## src/rtl/fifo_pkg.sv

```systemverilog
// fifo_pkg: shared types and defaults for the FIFO read-side blocks.
//   occ_state_t     - skid buffer occupancy state (EMPTY/ONE/TWO)
//   FIFO_W_DEF      - default data word width
//   CNT_W_DEF       - default accepted-word counter width
//   occ_count()     - numeric occupancy of an occ_state_t
package fifo_pkg;

  localparam int FIFO_W_DEF = 8;
  localparam int CNT_W_DEF  = 16;

  typedef enum logic [1:0] {
    EMPTY = 2'd0,
    ONE   = 2'd1,
    TWO   = 2'd2
  } occ_state_t;

  // State encoding equals the occupancy, so this is a plain cast.
  function automatic logic [1:0] occ_count(input occ_state_t s);
    return 2'(s);
  endfunction

endpackage

```

## src/rtl/fifo_reader_if.sv

```systemverilog
// fifo_reader_if: bundles the FIFO read port and the output valid/ready stream.
//   fifo_empty, fifo_data : FIFO empty flag and data_out (data valid the cycle after a read)
//   read_enable           : FIFO read strobe
//   m_valid, m_ready, m_data : output stream
//   words_read            : count of words accepted on the output
// Modports: master = the reader block, slave = FIFO + consumer side.
interface fifo_reader_if #(
  parameter int FIFO_W = fifo_pkg::FIFO_W_DEF,
  parameter int CNT_W  = fifo_pkg::CNT_W_DEF
) ();

  logic              fifo_empty;
  logic [FIFO_W-1:0] fifo_data;
  logic              read_enable;
  logic              m_valid;
  logic              m_ready;
  logic [FIFO_W-1:0] m_data;
  logic [CNT_W-1:0]  words_read;

  modport master (
    input  fifo_empty, fifo_data, m_ready,
    output read_enable, m_valid, m_data, words_read
  );

  modport slave (
    output fifo_empty, fifo_data, m_ready,
    input  read_enable, m_valid, m_data, words_read
  );

endinterface

```

## src/rtl/fifo_reader_skid.sv

```systemverilog
// fifo_reader_skid: 2-entry ordered buffer between FIFO data_out and the stream.
//   clk, rst   : clock, async active-low reset
//   push       : capture push_data into the tail entry this edge
//   push_data  : word to capture
//   pop        : head word consumed this edge
//   head_data  : head entry (oldest word)
//   valid      : buffer non-empty
//   state      : occupancy state
module fifo_reader_skid
  import fifo_pkg::*;
#(
  parameter int FIFO_W = FIFO_W_DEF
) (
  input  logic              clk,
  input  logic              rst,
  input  logic              push,
  input  logic [FIFO_W-1:0] push_data,
  input  logic              pop,
  output logic [FIFO_W-1:0] head_data,
  output logic              valid,
  output occ_state_t        state
);

  logic [FIFO_W-1:0] e0;  // head
  logic [FIFO_W-1:0] e1;  // second entry

  always_ff @(posedge clk or negedge rst) begin
    if (!rst) begin
      state <= EMPTY;
      e0    <= '0;
      e1    <= '0;
    end else begin
      case (state)
        EMPTY: begin
          if (push) begin
            e0    <= push_data;
            state <= ONE;
          end
        end
        ONE: begin
          if (push && pop) begin
            e0 <= push_data;  // captured word becomes the new head
          end else if (push) begin
            e1    <= push_data;
            state <= TWO;
          end else if (pop) begin
            state <= EMPTY;
          end
        end
        TWO: begin
          // push without pop cannot happen here: the read gate keeps
          // occupancy plus the in-flight word at or below two.
          if (pop) begin
            e0 <= e1;
            if (push) e1 <= push_data;
            else      state <= ONE;
          end
        end
        default: state <= EMPTY;
      endcase
    end
  end

  assign head_data = e0;
  assign valid     = (state != EMPTY);

endmodule

```

## src/rtl/fifo_reader.sv

```systemverilog
// fifo_reader: drains a synchronous FIFO and re-presents its words on a
// valid/ready stream, hiding the FIFO's one-cycle read latency.
//   clk  : clock, rising edge
//   rst  : asynchronous active-low reset
//   bus  : fifo_reader_if.master (FIFO read port + output stream + words_read)
// Build option: define FIFO_READER_CNT_EN to build the words_read counter;
// otherwise words_read is tied to 0 and no counter flops exist.
module fifo_reader
  import fifo_pkg::*;
#(
  parameter int FIFO_W = FIFO_W_DEF,
  parameter int CNT_W  = CNT_W_DEF
) (
  input  logic          clk,
  input  logic          rst,
  fifo_reader_if.master bus
);

  logic              inflight;
  logic              pop;
  logic              valid;
  logic [FIFO_W-1:0] head_data;
  occ_state_t        state;
  logic [2:0]        pending;

  assign pop = valid && bus.m_ready;

  // Words that will be held after this edge if nothing new is read. A read
  // is only allowed when that leaves room, so occ + inflight never exceeds 2.
  assign pending = {1'b0, occ_count(state)} + {2'b0, inflight} - {2'b0, pop};

  assign bus.read_enable = rst && !bus.fifo_empty && (pending <= 3'd1);

  always_ff @(posedge clk or negedge rst) begin
    if (!rst) inflight <= 1'b0;
    else      inflight <= bus.read_enable;
  end

  fifo_reader_skid #(.FIFO_W(FIFO_W)) u_skid (
    .clk       (clk),
    .rst       (rst),
    .push      (inflight),
    .push_data (bus.fifo_data),
    .pop       (pop),
    .head_data (head_data),
    .valid     (valid),
    .state     (state)
  );

  assign bus.m_valid = valid;
  assign bus.m_data  = head_data;

`ifdef FIFO_READER_CNT_EN
  logic [CNT_W-1:0] cnt;

  always_ff @(posedge clk or negedge rst) begin
    if (!rst)     cnt <= '0;
    else if (pop) cnt <= cnt + 1'b1;  // wraps modulo 2^CNT_W
  end

  assign bus.words_read = cnt;
`else
  assign bus.words_read = '0;
`endif

endmodule

```

## src/flat_wrapper.sv

```systemverilog
// flat-port wrapper written by rule: the top's interface ports become plain ports
module fifo_reader_flat import fifo_pkg::*;
#(
  parameter int FIFO_W = FIFO_W_DEF,
  parameter int CNT_W  = CNT_W_DEF
)
  (clk, rst, bus_fifo_empty, bus_fifo_data, bus_m_ready, bus_read_enable, bus_m_valid, bus_m_data, bus_words_read);
  fifo_reader_if #(.FIFO_W(FIFO_W), .CNT_W(CNT_W)) bus_i ();
  input  logic clk;
  input  logic rst;
  input wire logic [$bits(bus_i.fifo_empty)-1:0] bus_fifo_empty;
  input wire logic [$bits(bus_i.fifo_data)-1:0] bus_fifo_data;
  input wire logic [$bits(bus_i.m_ready)-1:0] bus_m_ready;
  output wire logic [$bits(bus_i.read_enable)-1:0] bus_read_enable;
  output wire logic [$bits(bus_i.m_valid)-1:0] bus_m_valid;
  output wire logic [$bits(bus_i.m_data)-1:0] bus_m_data;
  output wire logic [$bits(bus_i.words_read)-1:0] bus_words_read;
  assign bus_i.fifo_empty = bus_fifo_empty;
  assign bus_i.fifo_data = bus_fifo_data;
  assign bus_i.m_ready = bus_m_ready;
  assign bus_read_enable = bus_i.read_enable;
  assign bus_m_valid = bus_i.m_valid;
  assign bus_m_data = bus_i.m_data;
  assign bus_words_read = bus_i.words_read;
  fifo_reader #(.FIFO_W(FIFO_W), .CNT_W(CNT_W)) u_core (.clk(clk), .rst(rst), .bus(bus_i));
endmodule
```

## config.mk

```make
export PLATFORM = sky130hd
export DESIGN_NAME = fifo_reader_flat
export DESIGN_NICKNAME = d
export VERILOG_FILES = /design/src/rtl/fifo_pkg.sv /design/src/rtl/fifo_reader_if.sv /design/src/rtl/fifo_reader_skid.sv /design/src/rtl/fifo_reader.sv /design/src/flat_wrapper.sv
export SDC_FILE = /design/constraint.sdc
export NUM_CORES = 1
export LEC_CHECK = 0
export BUFFER_PORTS_ARGS = -buffer_cell sky130_fd_sc_hd__buf_2
export CORE_UTILIZATION = 40
export DETAILED_ROUTE_END_ITERATION = 12
export PLACE_DENSITY_LB_ADDON = 0.05
export SETUP_SLACK_MARGIN = 0.15
export SLEW_MARGIN = 15
export SYNTH_ARGS = -nofsm -noshare
export SYNTH_HDL_FRONTEND = slang
export SYNTH_HIERARCHICAL = 1
export SYNTH_SLANG_ARGS = --single-unit
```

## constraint.sdc

```tcl
create_clock -name clk -period 2.4 [get_ports clk]
set_clock_uncertainty 0.15 [all_clocks]
set_input_delay 0.24 -clock clk [delete_from_list [all_inputs] [get_ports clk]]
set_output_delay 0.24 -clock clk [all_outputs]
set_load 0.005 [all_outputs]
```

# Yosys cells after proc, flatten, opt, wreduce, memory -nomap -nowiden
# Index checks and enable logic that the tools add are counted.
[classes]
magnitude_cmp = 1
addsub = 2
eq_ne = 8
mux = 15
reduce_logical = 12
[op_table]
columns = ["op", "n"]
rows = [
  ["two-way mux 8 bit", 6],
  ["case mux 8 bit (3 select lines)", 1],
  ["case mux 8 bit (2 select lines)", 1],
  ["two-way mux 2 bit", 6],
  ["inequality test 2 bit, second input constant", 3],
  ["case mux 2 bit (3 select lines)", 1],
  ["AND reduction 5 bit", 1],
  ["logical AND 1 bit", 4],
  ["inequality test 2 x 1 -> 1 bit, second input constant", 2],
  ["AND reduction 4 bit", 1],
  ["nonzero test 2 bit", 2],
  ["adder 2 x 1 -> 3 bit", 1],
  ["<= comparator 3 x 1 -> 1 bit, second input constant", 1],
  ["inequality test 3 x 1 -> 1 bit, second input constant", 1],
  ["AND reduction 3 bit", 1],
  ["nonzero test 3 bit", 1],
  ["subtractor 3 x 1 -> 3 bit", 1],
  ["== test 2 x 1 -> 1 bit, second input constant", 1],
  ["== test 2 bit, second input constant", 1],
  ["zero test 2 bit", 1],
  ["zero test 1 bit", 1],
]
[totals]
word_cells = 42
in_bits = 12
out_inout_bits = 26
regBits = 19

# Logic depth before layout (Yosys ltp)
[logic_depth]
depth_word = 6
mapped_depth = 9
depth_no_buf = 9

# Hierarchy
# Netlist, hierarchy kept.
[by_module_without_submodules]
columns = ["module", "instances", "area_per_inst_um2", "seq_area_each_um2", "cells_each"]
rows = [
  ["fifo_reader_skid", 1, 869.6, 450.4, 57],
  ["fifo_reader", 1, 234.0, 25.0, 28],
]

# Worst setup path after synthesis
# No wires, ideal clock.
[synth_timing]
kind = "register to output"
startpoint = "reg u_core.u_skid.state[1]"
endpoint = "out bus_read_enable"
path_slack_ns = -0.199
stages_incl_launch_ff = 10
required_ns = 2.010
arrival_time_ns = 2.209
path_buffers = 0
cell_sequence = "dfrtp_1 or2_2 and2_1 ha_1 inv_1 ha_1 inv_1 fa_1 xor2_1 nor3_2"
[synth_between]
elab_chain_len = 5
word_cells_on_any_way = 6
classes_between = "add/sub: 2; order compare: 1; reduce/logical: 3"
[synth_lines]
columns = ["element", "line_no", "rtl"]
rows = [
  ["start: declaration", "fifo_reader_skid.sv:21", "output occ_state_t state"],
  ["start signal: assignment", "fifo_reader_skid.sv:29", "state <= EMPTY;"],
  ["start signal: assignment", "fifo_reader_skid.sv:37", "state <= ONE;"],
  ["start signal: assignment", "fifo_reader_skid.sv:45", "state <= TWO;"],
  ["nonzero test 2 bit", "fifo_reader_skid.sv:65", "assign valid = (state != EMPTY);"],
  ["via bus_m_valid", "flat_wrapper.sv:15", "output wire logic [$bits(bus_i.m_valid)-1:0] bus_m_valid;"],
  ["logical AND 1 bit", "fifo_reader.sv:26", "assign pop = valid && bus.m_ready;"],
  ["via u_core.pop", "fifo_reader.sv:20", "logic pop;"],
  ["subtractor 3 x 1 -> 3 bit", "fifo_reader.sv:30", "assign pending = {1'b0, occ_count(state)} + {2'b0, inflight} - {2'b0, pop};"],
  ["<= comparator 3 x 1 -> 1 bit", "fifo_reader.sv:32", "assign bus.read_enable = rst && !bus.fifo_empty && (pending <= 3'd1);"],
  ["logical AND 1 bit", "fifo_reader.sv:32", ""],
  ["end: declaration", "flat_wrapper.sv:14", "output wire logic [$bits(bus_i.read_enable)-1:0] bus_read_enable;"],
]
# The timed path passes the listed nets, and every way through them passes these cells.

# Final worst setup path
[layout_timing]
startpoint = "reg u_core.u_skid.state[1]"
endpoint = "out bus_read_enable"
[layout_between]
elab_chain_len = 5
word_cells_on_any_way = 6
classes_between = "add/sub: 2; order compare: 1; reduce/logical: 3"
[layout_lines]
columns = ["element", "line_no"]
rows = [
  ["nonzero test 2 bit", "fifo_reader_skid.sv:65"],
  ["logical AND 1 bit", "fifo_reader.sv:26"],
  ["via u_core.pop", "fifo_reader.sv:20"],
  ["subtractor 3 x 1 -> 3 bit", "fifo_reader.sv:30"],
  ["<= comparator 3 x 1 -> 1 bit", "fifo_reader.sv:32"],
  ["logical AND 1 bit", "fifo_reader.sv:32"],
]
# The timed path passes the listed nets, and every way through them passes these cells.

==> results.ini <==
[final_layout]
nFillCells=242
multi_input_area_sq_um=579
num_antenna_cells=0
drive_gt1_share_pct=58.6
nNetsFinal=132
area_growth_pct=18.4
ff_latch_area_sq_um=477
instances_no_fill=146

[placement]
place_hpwl_um=1300
dp_cells=140
portBuffers=21
place.gp.congestion=0.661

[worst_hold_path]
hp-class=input pin to flip-flop

[floorplan]
coreArea_sq_um=2540
die_w_um=54.5
die_h_um=54.5
dieArea_sq_um=2970
pin_count=38
start_util_pct=43.4
rows=18

[yosys]
synth_top_area_share_pct=43.1
muxShareOfSynthArea_pct=27.2
synth_simple_gate_area_share_pct=6.69
ys_ff_latch=19
yosysWarnings=6
syn_area_sq_um=1100
synth_top_family_by_area=multiplexers
synth_xor_area_share_pct=1.59
synth_area_leaders=dfrtp_1, mux2_2, buf_4
synthCells=85
synth_cell_type_count=24
synth_top_area_cell=dfrtp_1
synth_area_per_cell_sq_um=13.0
ys_seq_area_share_pct=43.1
synth-compound-area-share_pct=3.74
synth_fa_ha_area_share_pct=4.08

[power]
power.share.combinational_pct=45.7
power_density_nw_per_um2=1020
seqPwrFrac_pct=42.4
total_leakage_power_nw=0.637
power.internal_w=0.000900
p_sw_share_pct=32.5
p_clk_share_pct=11.9
ir_worst_vdd_v=0.000557
p_sw_w=0.000434

[global_route]
antenna_found_initial=0
grt_pass1_vias=617
gr-usage-all-layers_pct=14.1
grt_overflow=0
grt_start_max_net_pins=20
grt_pass1_wl_um=2780

[sta]
rsz0062_at_grt=true
timing.final.crit_share_pct=114
tns_ns=-0.329
hold_viol_final=0
drv_slew=0
fin_ws_ns=-0.329
setup_viol=1
timing.fmax_ghz=0.366
finalCriticalPeriod_ns=2.73

[routing]
drt_iter0_markers=2
first_pass_iters=2
drt-met1-wl_um=778
wl_um=1720
routedWlPerCell_um=11.8
postRouteAntennaNets=0
met2WireLength_um=859
wl_met3_um=73
num_vias=664
highest_layer=met4
drc=0
viasPerCell=4.55

[setup_path]
startpoint_type=flip-flop
worstSetupPathType=flip-flop to primary output
critical_path_required_ns=2.01
critPathMaxFanout=2
end_kind=primary output
crit_arrival_ns=2.34

[cts]
cts.sink_count=19
cts-buffers-inserted=3
ctsHtreeMaxLevel=1
cts.path.max_buffers=2
clkLatencyLatePin_ns=0.29
cts_tree=done
cts_root_buf=clkbuf_4
path_clk_slew_ns=0.11

[status]
failed_checks=setup timing
status=finished, violations left

[run]
cap_violations=0

==> metrics by stage <==
| stage | util [%] | power, W | hold slack [ns] | setup WS, ns | instance area, sq um |
|---|---|---|---|---|---|
| after CTS | 51.1 | 0.00136 | 0.0181 | -0.362 | 1300 |
| after floorplan | - | 0.00100 | -0.206 | 0.0200 | 1190 |
| after global routing | 51.3 | 0.00146 | 0.0125 | -0.441 | 1310 |
| after detailed placement | 49.1 | 0.00118 | 0.105 | -0.0280 | 1250 |
| after global placement | 49.1 | 0.00116 | 0.111 | -0.0132 | 1250 |
| final | 51.3 | 0.00133 | 0.0330 | -0.329 | 1310 |
==> kinds of logic after synthesis <==
| family | after synthesis |
|---|---|
| multiplexers | 24 |
| buffers and inverters | 21 |
| flip-flops | 19 |
| AND/OR/NAND/NOR | 10 |
| AO/OA/AOI/OAI | 5 |
| adder cells (fa/ha/maj) | 3 |
| XOR/XNOR | 2 |
| other | 1 |
==> repair_timing <==
item | CTS | global route
endpoints found under the setup margin | 1 | 1
setup buffers | 0 | 0
pin swaps | 2 | 0
hold endpoints to repair | 20 | 0
resized for setup | 1 | 1
hold buffers | 2 | 0
==> metal layers <==
metal  vias up  track usage [%]
met5         -                0
met4         0             3.85
met3         2             5.83
met2        22             23.4
met1       323             16.7
li1        317                -
==> power by group through the flow <==
stage / logic, W / clock network [W] / registers (W)
6_report: 0.000610 / 0.000159 / 0.000565
5_1_grt: 0.000689 / 0.000185 / 0.000585
4_1_cts: 0.000615 / 0.000174 / 0.000567
3_5_place_dp: 0.000606 / 0 / 0.000575
3_3_place_gp: 0.000592 / 0 / 0.000564
2_1_floorplan: 0.000430 / 0 / 0.000575
==> critical path, cell delays in order, from the launching register on <==
cell and delay [ns]:
dfrtp_2 0.42, or2_4 0.25, and2_4 0.15, ha_4 0.20, inv_2 0.05, ha_4 0.11, inv_2 0.03, fa_2 0.52
nand2_2 0.06, nor3_4 0.11, buf_2 0.13
==> state kept, by name, indices dropped and copies added (netlist names) <==
name and count:
u_core/inflight 1, u_core/u_skid/e1 8, u_core/u_skid/head_data 8, u_core/u_skid/state 2
==> synthesized netlist by cell type (all sizes together) <==
cell type	number
conb	1
nand3b	1
nand2b	1
buf	17
nor2b	2
nor3	1
dfrtp	19
inv	4
o22ai	1
xor2	1
xnor2	1
fa	1
and3b	1
mux2	24
o21ai	4
nand2	1
or2	1
ha	2
and2	1
nor3b	1
==> area by class of cell <==
class,instances,area share (%)
inverters,4,1.15
flip-flops and latches,19,36.5
multi-input cells,60,44.3
well taps,30,2.87
clock buffers,3,1.72
clock inverters,1,0.383
repair buffers,29,13.0
==> worst paths after layout <==
kind,cells past startpoint,slack (ns),endpoint,start
min in group asynchronous,3,0.34,u_core/u_skid/e1[1],rst
min reg2reg,1,0.36,u_core/u_skid/head_data[7],u_core/u_skid/head_data[7]
max,10,-0.33,bus_read_enable,u_core/u_skid/state[1]
max in group asynchronous,3,1.54,u_core/u_skid/state[1],rst
max reg2reg,9,0.26,u_core/inflight,u_core/u_skid/state[1]
min,2,0.03,u_core/u_skid/e1[6],bus_fifo_data[6]
==> cell usage in the layout, fill, tap and decap left out <==
cell,Yosys,layout
and3b_1,1,1
nand2_2,0,1
o21ai_4,1,1
buf_2,0,21
dfrtp_1,19,18
xor2_1,1,1
o22ai_1,1,1
nand2b_1,1,1
inv_1,4,2
nand3b_1,1,1
clkinv_2,0,1
mux2_2,16,16
and2_4,0,1
dlygate4sd3_1,0,2
or2_4,0,1
nor2b_1,2,2
dfrtp_2,0,1
nor3_4,0,1
o21ai_0,2,2
conb_1,1,16
xnor2_1,1,1
nor3b_2,1,1
ha_4,0,2
fa_2,0,1
clkbuf_4,0,3
inv_2,0,2
o21ai_2,1,1
buf_4,16,6
mux2_4,8,8
Power figures use the tool's default switching activity.
